File: config.mk
export PLATFORM = sky130hd
export DESIGN_NAME = fb_scan_ctrl
export DESIGN_NICKNAME = d
export VERILOG_FILES = /design/src/rtl/fb_scan_ctrl.sv
export SDC_FILE = /design/constraint.sdc
export NUM_CORES = 1
export LEC_CHECK = 0
export CORE_UTILIZATION = 33
export CTS_CLUSTER_DIAMETER = 50
export CTS_CLUSTER_SIZE = 8
export DETAILED_ROUTE_END_ITERATION = 10
export PLACE_DENSITY = 0.52
export SETUP_SLACK_MARGIN = 0.05
export SLEW_MARGIN = 20
export SYNTH_ARGS = -nofsm -noshare
export SYNTH_HDL_FRONTEND = slang
export SYNTH_SLANG_ARGS = --single-unit
File: constraint.sdc
create_clock -name clk -period 2.4 [get_ports clk]
set_input_delay 0.36 -clock clk [delete_from_list [all_inputs] [get_ports clk]]
set_output_delay 0.36 -clock clk [all_outputs]
set_load 0.01 [all_outputs]
File: src/rtl/fb_scan_ctrl.sv
// Framebuffer sequencer: 800x600@60 scan timing with a 2-stage read/display pipeline,
// plus a frame-gated write path from the Mandelbrot pixel stream into the framebuffer.
module fb_scan_ctrl #(
    parameter int H_VIS     = 400,
    parameter int H_FP      = 20,
    parameter int H_SYNC    = 64,
    parameter int H_BP      = 44,
    parameter int V_VIS     = 600,
    parameter int V_FP      = 1,
    parameter int V_SYNC    = 4,
    parameter int V_BP      = 23,
    parameter bit SYNC_POL  = 1'b1,
    parameter int FB_PIXELS = 120000
) (
    input  logic       clk,
    input  logic       rst,
    input  logic       pix_valid,
    input  logic [3:0] pix_data,
    input  logic       pix_frame_start,
    input  logic       wr_en,
    output logic       fb_read,
    output logic       fb_reset_read_ptr,
    output logic       fb_write,
    output logic [3:0] fb_wdata,
    output logic       fb_reset_write_ptr,
    output logic       de,
    output logic       hsync,
    output logic       vsync,
    output logic       frame_done,
    output logic       proto_err
);

    localparam int H_TOTAL = H_VIS + H_FP + H_SYNC + H_BP;
    localparam int V_TOTAL = V_VIS + V_FP + V_SYNC + V_BP;
    localparam int HW      = $clog2(H_TOTAL);
    localparam int VW      = $clog2(V_TOTAL);
    localparam int CW      = $clog2(FB_PIXELS + 1);

    localparam logic [HW-1:0] H_LAST    = HW'(H_TOTAL - 1);
    localparam logic [HW-1:0] H_VIS_L   = HW'(H_VIS);
    localparam logic [HW-1:0] HS_START  = HW'(H_VIS + H_FP);
    localparam logic [HW-1:0] HS_END    = HW'(H_VIS + H_FP + H_SYNC);
    localparam logic [VW-1:0] V_LAST    = VW'(V_TOTAL - 1);
    localparam logic [VW-1:0] V_VIS_L   = VW'(V_VIS);
    localparam logic [VW-1:0] VS_START  = VW'(V_VIS + V_FP);
    localparam logic [VW-1:0] VS_END    = VW'(V_VIS + V_FP + V_SYNC);
    localparam logic [CW-1:0] WCNT_LAST = CW'(FB_PIXELS - 1);

    typedef enum logic [1:0] {
        W_IDLE,
        W_FILL,
        W_FULL
    } wstate_t;

    logic [HW-1:0] h;
    logic [VW-1:0] v;
    logic          hs_s1;
    logic          vs_s1;

    wstate_t       state;
    wstate_t       state_n;
    logic [CW-1:0] wcnt;
    logic [CW-1:0] wcnt_n;
    logic          accept;
    logic          write_n;
    logic          wrst_n;
    logic          done_n;
    logic          err_n;

    always_ff @(posedge clk) begin
        if (rst) begin
            h <= '0;
            v <= '0;
        end else if (h == H_LAST) begin
            h <= '0;
            v <= (v == V_LAST) ? '0 : v + VW'(1);
        end else begin
            h <= h + HW'(1);
        end
    end

    // Stage 1 drives the framebuffer; sync windows are decoded here and only delayed in stage 2.
    always_ff @(posedge clk) begin
        if (rst) begin
            fb_read           <= 1'b0;
            fb_reset_read_ptr <= 1'b1;
            hs_s1             <= 1'b0;
            vs_s1             <= 1'b0;
        end else begin
            fb_read           <= (h < H_VIS_L) && (v < V_VIS_L);
            fb_reset_read_ptr <= (v >= V_VIS_L);
            hs_s1             <= (h >= HS_START) && (h < HS_END);
            vs_s1             <= (v >= VS_START) && (v < VS_END);
        end
    end

    // Stage 2 lines de up with the pixel the framebuffer returns one clock after fb_read.
    always_ff @(posedge clk) begin
        if (rst) begin
            de    <= 1'b0;
            hsync <= ~SYNC_POL;
            vsync <= ~SYNC_POL;
        end else begin
            de    <= fb_read;
            hsync <= hs_s1 ? SYNC_POL : ~SYNC_POL;
            vsync <= vs_s1 ? SYNC_POL : ~SYNC_POL;
        end
    end

    // A frame start restarts an ongoing fill even with wr_en low; only idle/full states honour wr_en.
    assign accept = pix_frame_start && (wr_en || (state == W_FILL));

    always_comb begin
        state_n = state;
        wcnt_n  = wcnt;
        write_n = 1'b0;
        wrst_n  = 1'b0;
        done_n  = frame_done;
        err_n   = proto_err;
        if (accept) begin
            state_n = W_FILL;
            wcnt_n  = '0;
            wrst_n  = 1'b1;
            done_n  = 1'b0;
            if (pix_valid) begin
                err_n = 1'b1;
            end
        end else if (pix_valid) begin
            case (state)
                W_FILL: begin
                    write_n = 1'b1;
                    wcnt_n  = wcnt + CW'(1);
                    if (wcnt == WCNT_LAST) begin
                        state_n = W_FULL;
                        done_n  = 1'b1;
                    end
                end
                W_FULL: begin
                    err_n = 1'b1;
                end
                default: begin
                end
            endcase
        end
    end

    always_ff @(posedge clk) begin
        if (rst) begin
            state              <= W_IDLE;
            wcnt               <= '0;
            fb_write           <= 1'b0;
            fb_reset_write_ptr <= 1'b1;
            fb_wdata           <= 4'd0;
            frame_done         <= 1'b0;
            proto_err          <= 1'b0;
        end else begin
            state              <= state_n;
            wcnt               <= wcnt_n;
            fb_write           <= write_n;
            fb_reset_write_ptr <= wrst_n;
            fb_wdata           <= pix_data;
            frame_done         <= done_n;
            proto_err          <= err_n;
        end
    end

endmodule

### Yosys cells after proc, flatten, opt, wreduce, memory -nomap -nowiden

Cells that the tools add are included.

* $add $sub $neg: 3
* magnitude comparators: 7
* equality and inequality tests: 5
* mux-type cells: 13
* bitwise logic cells: 1
* reduce and logical (&&, ||, !) cells: 16

Operators by type and width (number)
* 10-bit by 1-bit adder with 10-bit output, second input constant: 2
* 10-bit == test, second input constant: 2
* 10-bit >= comparator, second input constant: 2
* 10-bit < comparator, second input constant: 2
* 10-bit by 9-bit < comparator with 1-bit output, second input constant: 2
* 17-bit by 1-bit adder with 17-bit output, second input constant: 1
* 17-bit == test, second input constant: 1
* 1-bit 2-to-1 mux: 12
* 10-bit by 9-bit >= comparator with 1-bit output, second input constant: 1
* 10-bit 2-to-1 mux: 1
* 2-bit nonzero test: 4
* 3-bit AND reduction: 2
* 1-bit logical AND: 4
* 2-bit AND reduction: 2
* 2-bit OR reduction: 2
* 3-bit OR reduction: 1
* 2-bit by 1-bit == test with 1-bit output, second input constant: 1
* 2-bit == test, second input constant: 1
* 1-bit logical OR: 1
* 1-bit inverter: 1

* bits in registers: 53
* bits of input ports: 9
* output and inout bits: 13
* logic and storage cells: 61

### Logic depth before layout (Yosys ltp)

Gate-level depths: netlist of the first run.

* depth after elaboration: 5
* gate-level depth with buffers: 7
* mapped depth without buffers: 5

### Worst setup path after synthesis of the first run

No wires, ideal clock.

* kind: reg2reg
* from: reg wcnt[0]
* to: reg wcnt[16]
* setup time: 0.059 ns
* arrival: 1.652 ns
* data required time: 2.341 ns
* setup slack: 0.689 ns
* stages on the path, launching flop included: 6
* buffers on the path: 0
* period minus slack after synthesis: 1.711 ns
* cell sequence: dfxtp_1 ha_1 nand4_1 or4_4 or4_1 nand2_1

* cells in the longest elaborated chain, start to end: 1

Ends and longest elaborated chain
* start, declared: line 62 `logic [CW-1:0] wcnt;`
* start signal, assigned: line 158 `wcnt <= wcnt_n;`
* 17-bit by 1-bit adder with 17-bit output: line 132 `wcnt_n = wcnt + CW'(1);`

Every way passes these cells.
A chain may end at the register's enable or synchronous reset.

### Final worst setup path of the first run

* from: in pix_valid
* to: reg wcnt[16]

* cells in the longest elaborated chain, start to end: 1

Ends and longest elaborated chain
* start, declared: line 17 `input logic pix_valid,`
* 2-bit AND reduction (no line)

Every way passes these cells.

==> reports/summary.txt, run 1 <==
CTS H-Tree Depth = 2
Endpoints failing setup = 0
Clock net sink count = 53
Chip height = 86.2 um
Synth Warn # = 0
Layout Area Growth over Synthesis = 19.5%
Hold Path Class = reg2reg
Die Width = 86.2 um
Synth Instances = 265
Seq cells post-synth = 53
Yosys cell types = 43
Largest net degree at the start of global routing = 26
Fin nets = 305
Worst setup EP type = flip-flop
Fill count = 711
Final hold vios = 0
IO Pins = 22
Maximum resistive drop on vdd = 0.000280 V
Run status = finished clean
Critical path startpoint category = primary input
Hold Buf Count CTS = 0
Row Count = 30
Post CTS Setup Buffer Count = 0
Vias per cell = 4.88
Vias = 1889
CP peak stage delay = 590 ps
GRT Total Usage = 13.4%
Max Slew Vio Count = 0
Fraction of layout cells with a size suffix above 1 = 6.19%
Setup TNS = 0 ps
R2R Setup Slk = 520 ps
Setup CP Type = in2reg
Area of the multi-input gates = 1210 um^2
Initial antenna violation count = 0
Seq/Total Area, Yosys = 45.3%
Worst Skew = 5.41 ps
Post-layout instance area = 2800 um^2
Clock transition at the registers of the reported paths = 100 ps
Antenna viol nets, final = 0
Initial DRC Count = 41
CTS Buf Count = 5
Actual slew at the worst max-slew pin = 645 ps
Final WL = 4.75 mm
Worst Path Required = 2650 ps
Crit path DAT = 2140 ps
Worst-path fanout max = 6
Root Driver = clkbuf_8
Post-Syn Nets = 280
Power per cell area = 583 nW/um^2
Power Total = 1630 uW
Pre-CTS setup slack = 186 ps
F_max = 0.528 GHz
Fin crit share = 78.9%
Min Hold Slack = 446 ps
Longest Clk Path Bufs = 2
Static leakage = 0.000940 uW
First-pass GRT wire length = 8.00 mm
Routability cong. = 0.746
Storage cell area = 1060 um^2
Number of global-route vias before repair = 1715
Dpl hpwl = 3.44 mm
Critical path, cell by cell = clkdlybuf4s50_1 > nand4b_2 > or4_4 > or4_1 > nand2_1
Final min period = 1890 ps
Remaining DRCs = 0
DR WL/cell = 12.3 um
Placeable Area = 6830 um^2
Dpl cell area = 2680 um^2
DR pass1 iterations = 4
Worst path slowest cell = clkdlybuf4s50_1
Mapped Avg Cell Area = 8.83 um^2
Initial core utilization = 34.3%
Worst Slack Setup Final = 505 ps
CTS tree = built
Clk_lat worst skew = 300 ps
Post-Syn Area = 2340 um^2
I/O Buffers = 21
# diodes = 0
Overflow after GRT = 0
RSZ-0062 raised after global routing = no
Max-cap violations = 0
Full die area = 7430 um^2
PostCTS Resize Cnt = 0
Relative slew slack = 56.4%
==> sequential cells by signal, indices dropped and copies added (netlist names) <==
signal              cells
proto_err               1
fb_write                1
state                   2
de                      1
vsync                   1
fb_reset_write_ptr      1
fb_read                 1
vs_s1                   1
hs_s1                   1
fb_reset_read_ptr       1
hsync                   1
v                      10
wcnt                   17
h                      10
fb_wdata                4
==> through the flow <==
stage / util (%) / std cells
final: 41.0 / 387
after global routing: 41.0 / 387
after CTS: 41.0 / 387
after detailed placement: 39.3 / 379
after global placement: 39.3 / 379
after floorplan: - / 265
==> routing by layer <==
metal / up-vias / global-route usage (%) / part of all wire (%)
met3: 2 / 3.33 / 2.6
met2: 14 / 22.9 / 49
met1: 881 / 16.8 / 48
met4: 0 / 4.09 / 0.67
met5: - / 0 / 0
li1: 992 / - / -
==> layout make-up <==
cell class	count	share of cell area, %
multi-input combinational	193	43.2
timing repair buffer	27	9.12
sequential	53	37.9
inverter	10	1.34
tap	96	4.29
clock inverter	3	1.65
clock buffer	5	2.46
==> worst paths after layout <==
kind                         from                    end  depth (start not counted)
max reg2reg  wcnt[0]$_SDFFE_PP0P_  wcnt[16]$_SDFFE_PP0P_                          5
min reg2reg      hs_s1$_SDFF_PP0_       hsync$_SDFF_PP0_                          1
min              hs_s1$_SDFF_PP0_       hsync$_SDFF_PP0_                          1
max                     pix_valid  wcnt[16]$_SDFFE_PP0P_                          5
==> critical path, delay by kind of cell <==
kind | cells | cell delay [ps]
buffers and inverters | 1 | 590
AND/OR/NAND/NOR | 4 | 1190
==> cells in the mapped netlist, drive strengths merged <==
| master | number | area, um^2 |
|---|---|---|
| nor2b | 11 | 68.8 |
| a21oi | 7 | 35.0 |
| xnor2 | 10 | 87.6 |
| inv | 10 | 37.5 |
| and4b | 1 | 10.0 |
| o31ai | 5 | 37.5 |
| or3 | 2 | 12.5 |
| nor4 | 5 | 31.3 |
| o21bai | 1 | 7.51 |
| nand4b | 2 | 23.8 |
| a311oi | 1 | 8.76 |
| nor4bb | 1 | 10.0 |
| nand4 | 11 | 75.1 |
| or4 | 8 | 63.8 |
| or4b | 1 | 10.0 |
| nor3b | 3 | 22.5 |
| nand2b | 2 | 12.5 |
| a2111oi | 1 | 8.76 |
| clkbuf | 9 | 33.8 |
| ha | 6 | 75.1 |
| a31oi | 3 | 18.8 |
| nor3 | 5 | 25.0 |
| and3 | 4 | 26.3 |
| nand3b | 2 | 15.0 |
| and3b | 1 | 8.76 |
| a21o | 1 | 7.51 |
| a41oi | 1 | 8.76 |
| nand3 | 17 | 85.1 |
| o41ai | 1 | 8.76 |
| xor2 | 10 | 87.6 |
| nand2 | 20 | 75.1 |
| o32ai | 1 | 8.76 |
| a211oi | 1 | 7.51 |
| o211ai | 3 | 22.5 |
| and4 | 2 | 17.5 |
| o21ai | 11 | 55.1 |
| and2 | 4 | 25.0 |
| nor2 | 28 | 105 |
| dfxtp | 53 | 1060 |
==> placed cells by master (no fill, tap or decap), types with 4 or more instances in the layout <==
cell type        instances
dfxtp_1                 53
nor2_1                  28
clkdlybuf4s50_1         21
nand2_1                 20
nand3_1                 17
o21ai_0                 11
nor2b_1                 11
inv_1                   10
nand4_1                 10
xor2_1                  10
xnor2_1                 10
or4_1                    7
a21oi_1                  7
ha_1                     6
buf_4                    6
o31ai_1                  5
nor4_1                   5
nor3_1                   5
clkbuf_8                 5
and2_1                   4
==> kinds of logic after synthesis <==
kind of cell	synth area share (%)
compound gates	10.0
xor+xnor	7.48
fa+ha+maj	3.21
buf+inv	3.05
flops	45.3
simple gates	30.9
==> where the power goes <==
part | switching (uW) | total [uW] | internal [uW]
Clock | 309 | 622 | 313
Sequential | 14.9 | 913 | 898
Combinational | 44.5 | 95.2 | 50.6
Power figures use the tool's default switching activity.
==> run 2: changes to the inputs <==
PLACE_DENSITY = 0.54   (was 0.52)
clock period = 1.54 ns   (was 2.4 ns; I/O delays follow)
==> reports/summary.txt, run 2 (synthesis gave the netlist of run 1 again) <==
Largest net degree at the start of global routing = 17
Max reg flops = 17
Endpoints failing setup = 2
CP peak stage delay = 530 ps
Antenna viol nets, final = 0
First-pass GRT wire length = 9.54 mm
Kind of cell adding the most delay to the critical path = simple AND/OR/NAND/NOR gates
Remaining DRCs = 0
DR WL/cell = 12.3 um
Final WL = 5.53 mm
Power per cell area = 771 nW/um^2
Layout Area Growth over Synthesis = 50.5%
IO Pins = 22
Final hold vios = 0
Run status = finished, violations left
Actual slew at the worst max-slew pin = 327 ps
RSZ-0062 raised after global routing = yes
Failing checks = negative setup slack
Crit path DAT = 1820 ps
Root Driver = clkbuf_8
Worst-path fanout max = 4
Maximum resistive drop on vdd = 0.000375 V
Initial DRC Count = 33
Overflow after GRT = 0
Initial antenna violation count = 0
Chip height = 86.2 um
CTS Buf Count = 5
CTS tree = built
Clock transition at the registers of the reported paths = 90 ps
Fin nets = 368
CTS H-Tree Depth = 2
Dpl hpwl = 4.08 mm
Largest regs = wcnt: 17 flops, h: 10 flops, v: 10 flops
Max Slew Vio Count = 0
Worst path slowest cell = or4_4
Clock net sink count = 53
Most frequent cells in the layout = 67 x buf_4, 29 x dfxtp_1, 28 x nor2_1
Dpl cells = 433
Die Width = 86.2 um
Fin crit share = 103%
DR pass1 iterations = 4
Finished Core Util = 51.6%
Worst Slack Setup Final = -40.2 ps
Number of global-route vias before repair = 2163
Clk_lat worst skew = 310 ps
Full die area = 7430 um^2
Worst Path Required = 1780 ps
Static leakage = 0.00133 uW
Critical path, cell by cell = or4_4 > or4_4 > a21oi_2
Placeable Area = 6830 um^2
Hold Path Class = reg2reg
Worst setup EP type = flip-flop
Vias per cell = 4.79
GRT Total Usage = 16.1%
Largest Register = wcnt
Fin cells = 450
I/O Buffers = 21
Critical path startpoint category = flip-flop
Final min period = 1580 ps
Worst Skew = 4.41 ps
Fraction of layout cells with a size suffix above 1 = 36.4%
Fill count = 639
Row Count = 30
Commonest non-fill, non-tap cell in the layout = buf_4
Longest Clk Path Bufs = 2
Setup CP Type = reg2reg
CP bufs+invs = 0
Vias = 2154
Max-cap violations = 0
Relative slew slack = 78.0%
F_max = 0.633 GHz
Routability cong. = 0.802
Critical path's most frequent cell = or4_4
# diodes = 0
Initial core utilization = 34.3%
==> run 2: cell count changes in the layout (fill, tap and decap cells not counted), moves of 4 or more <==
cell     change
dfxtp_1     -24
dfxtp_2     +17
and3_4       +4
buf_4       +61
dfxtp_4      +7
==> run 2: layout make-up <==
type | count | area [um^2] | share of cell area [%]
Multi-Input combinational cell | 193 | 1390 | 39.3
Sequential cell | 53 | 1110 | 31.5
Timing Repair Buffer | 90 | 737 | 20.9
Tap cell | 96 | 120 | 3.41
Clock buffer | 5 | 68.8 | 1.95
Clock inverter | 3 | 65.1 | 1.85
Inverter | 10 | 37.5 | 1.07
==> run 2: where the power goes <==
| group | leakage, uW | total, uW | switching, uW | internal [uW] |
|---|---|---|---|---|
| Sequential | 0.000444 | 1410 | 18.4 | 1390 |
| Clock | 0.0000681 | 1110 | 463 | 646 |
| Combinational | 0.000820 | 200 | 91.1 | 109 |
==> run 2: worst paths after layout <==
check / start / endpoint / slack (ps) / cells past startpoint
max: wcnt[8]$_SDFFE_PP0P_ / state[1]$_SDFFE_PP0P_ / -40 / 3
min: hs_s1$_SDFF_PP0_ / hsync$_SDFF_PP0_ / 460 / 1
max reg2reg: wcnt[8]$_SDFFE_PP0P_ / state[1]$_SDFFE_PP0P_ / -40 / 3
min reg2reg: hs_s1$_SDFF_PP0_ / hsync$_SDFF_PP0_ / 460 / 1
==> run 2: stage by stage <==
stage	cell area [um^2]	setup TNS [ps]	setup WS (ps)	power [uW]	hold WS, ps
after floorplan	2420	-31.6	-31.6	1530	359
after global placement	3160	-3760	-353	1650	421
after detailed placement	3160	-3750	-374	1650	430
after CTS	3410	-21.4	-21.4	2760	458
after global routing	3520	-439	-75.6	2830	465
final	3520	-59.4	-40.2	2720	456
==> run 2: repair_timing <==
action | in CTS | in global routing
gates resized for setup | 25 | 26
setup buffers | 5 | 4
pin swaps | 9 | 9
setup endpoints to repair | 13 | 18
endpoints found under the hold margin | 0 | 0
hold buffers | 0 | 0
==> run 2: worst register-to-register path: stages (launching register included) <==
cell,delay [ps]
dfxtp_2,350
or4_4,530
or4_4,500
a21oi_2,130
==> run 2: routing by layer <==
metal	vias up	track usage, %	part of all wire [%]
met5	-	0	0
met4	0	5.15	1.4
met3	10	2.95	2.8
met2	30	29.4	51
met1	993	18.9	45
li1	1121	-	-
==> run 3: changes to the inputs <==
CTS_CLUSTER_SIZE = default   (was 8)
==> results of run 3 <==
Final layout, timing and power as in run 2 (identical DEF).
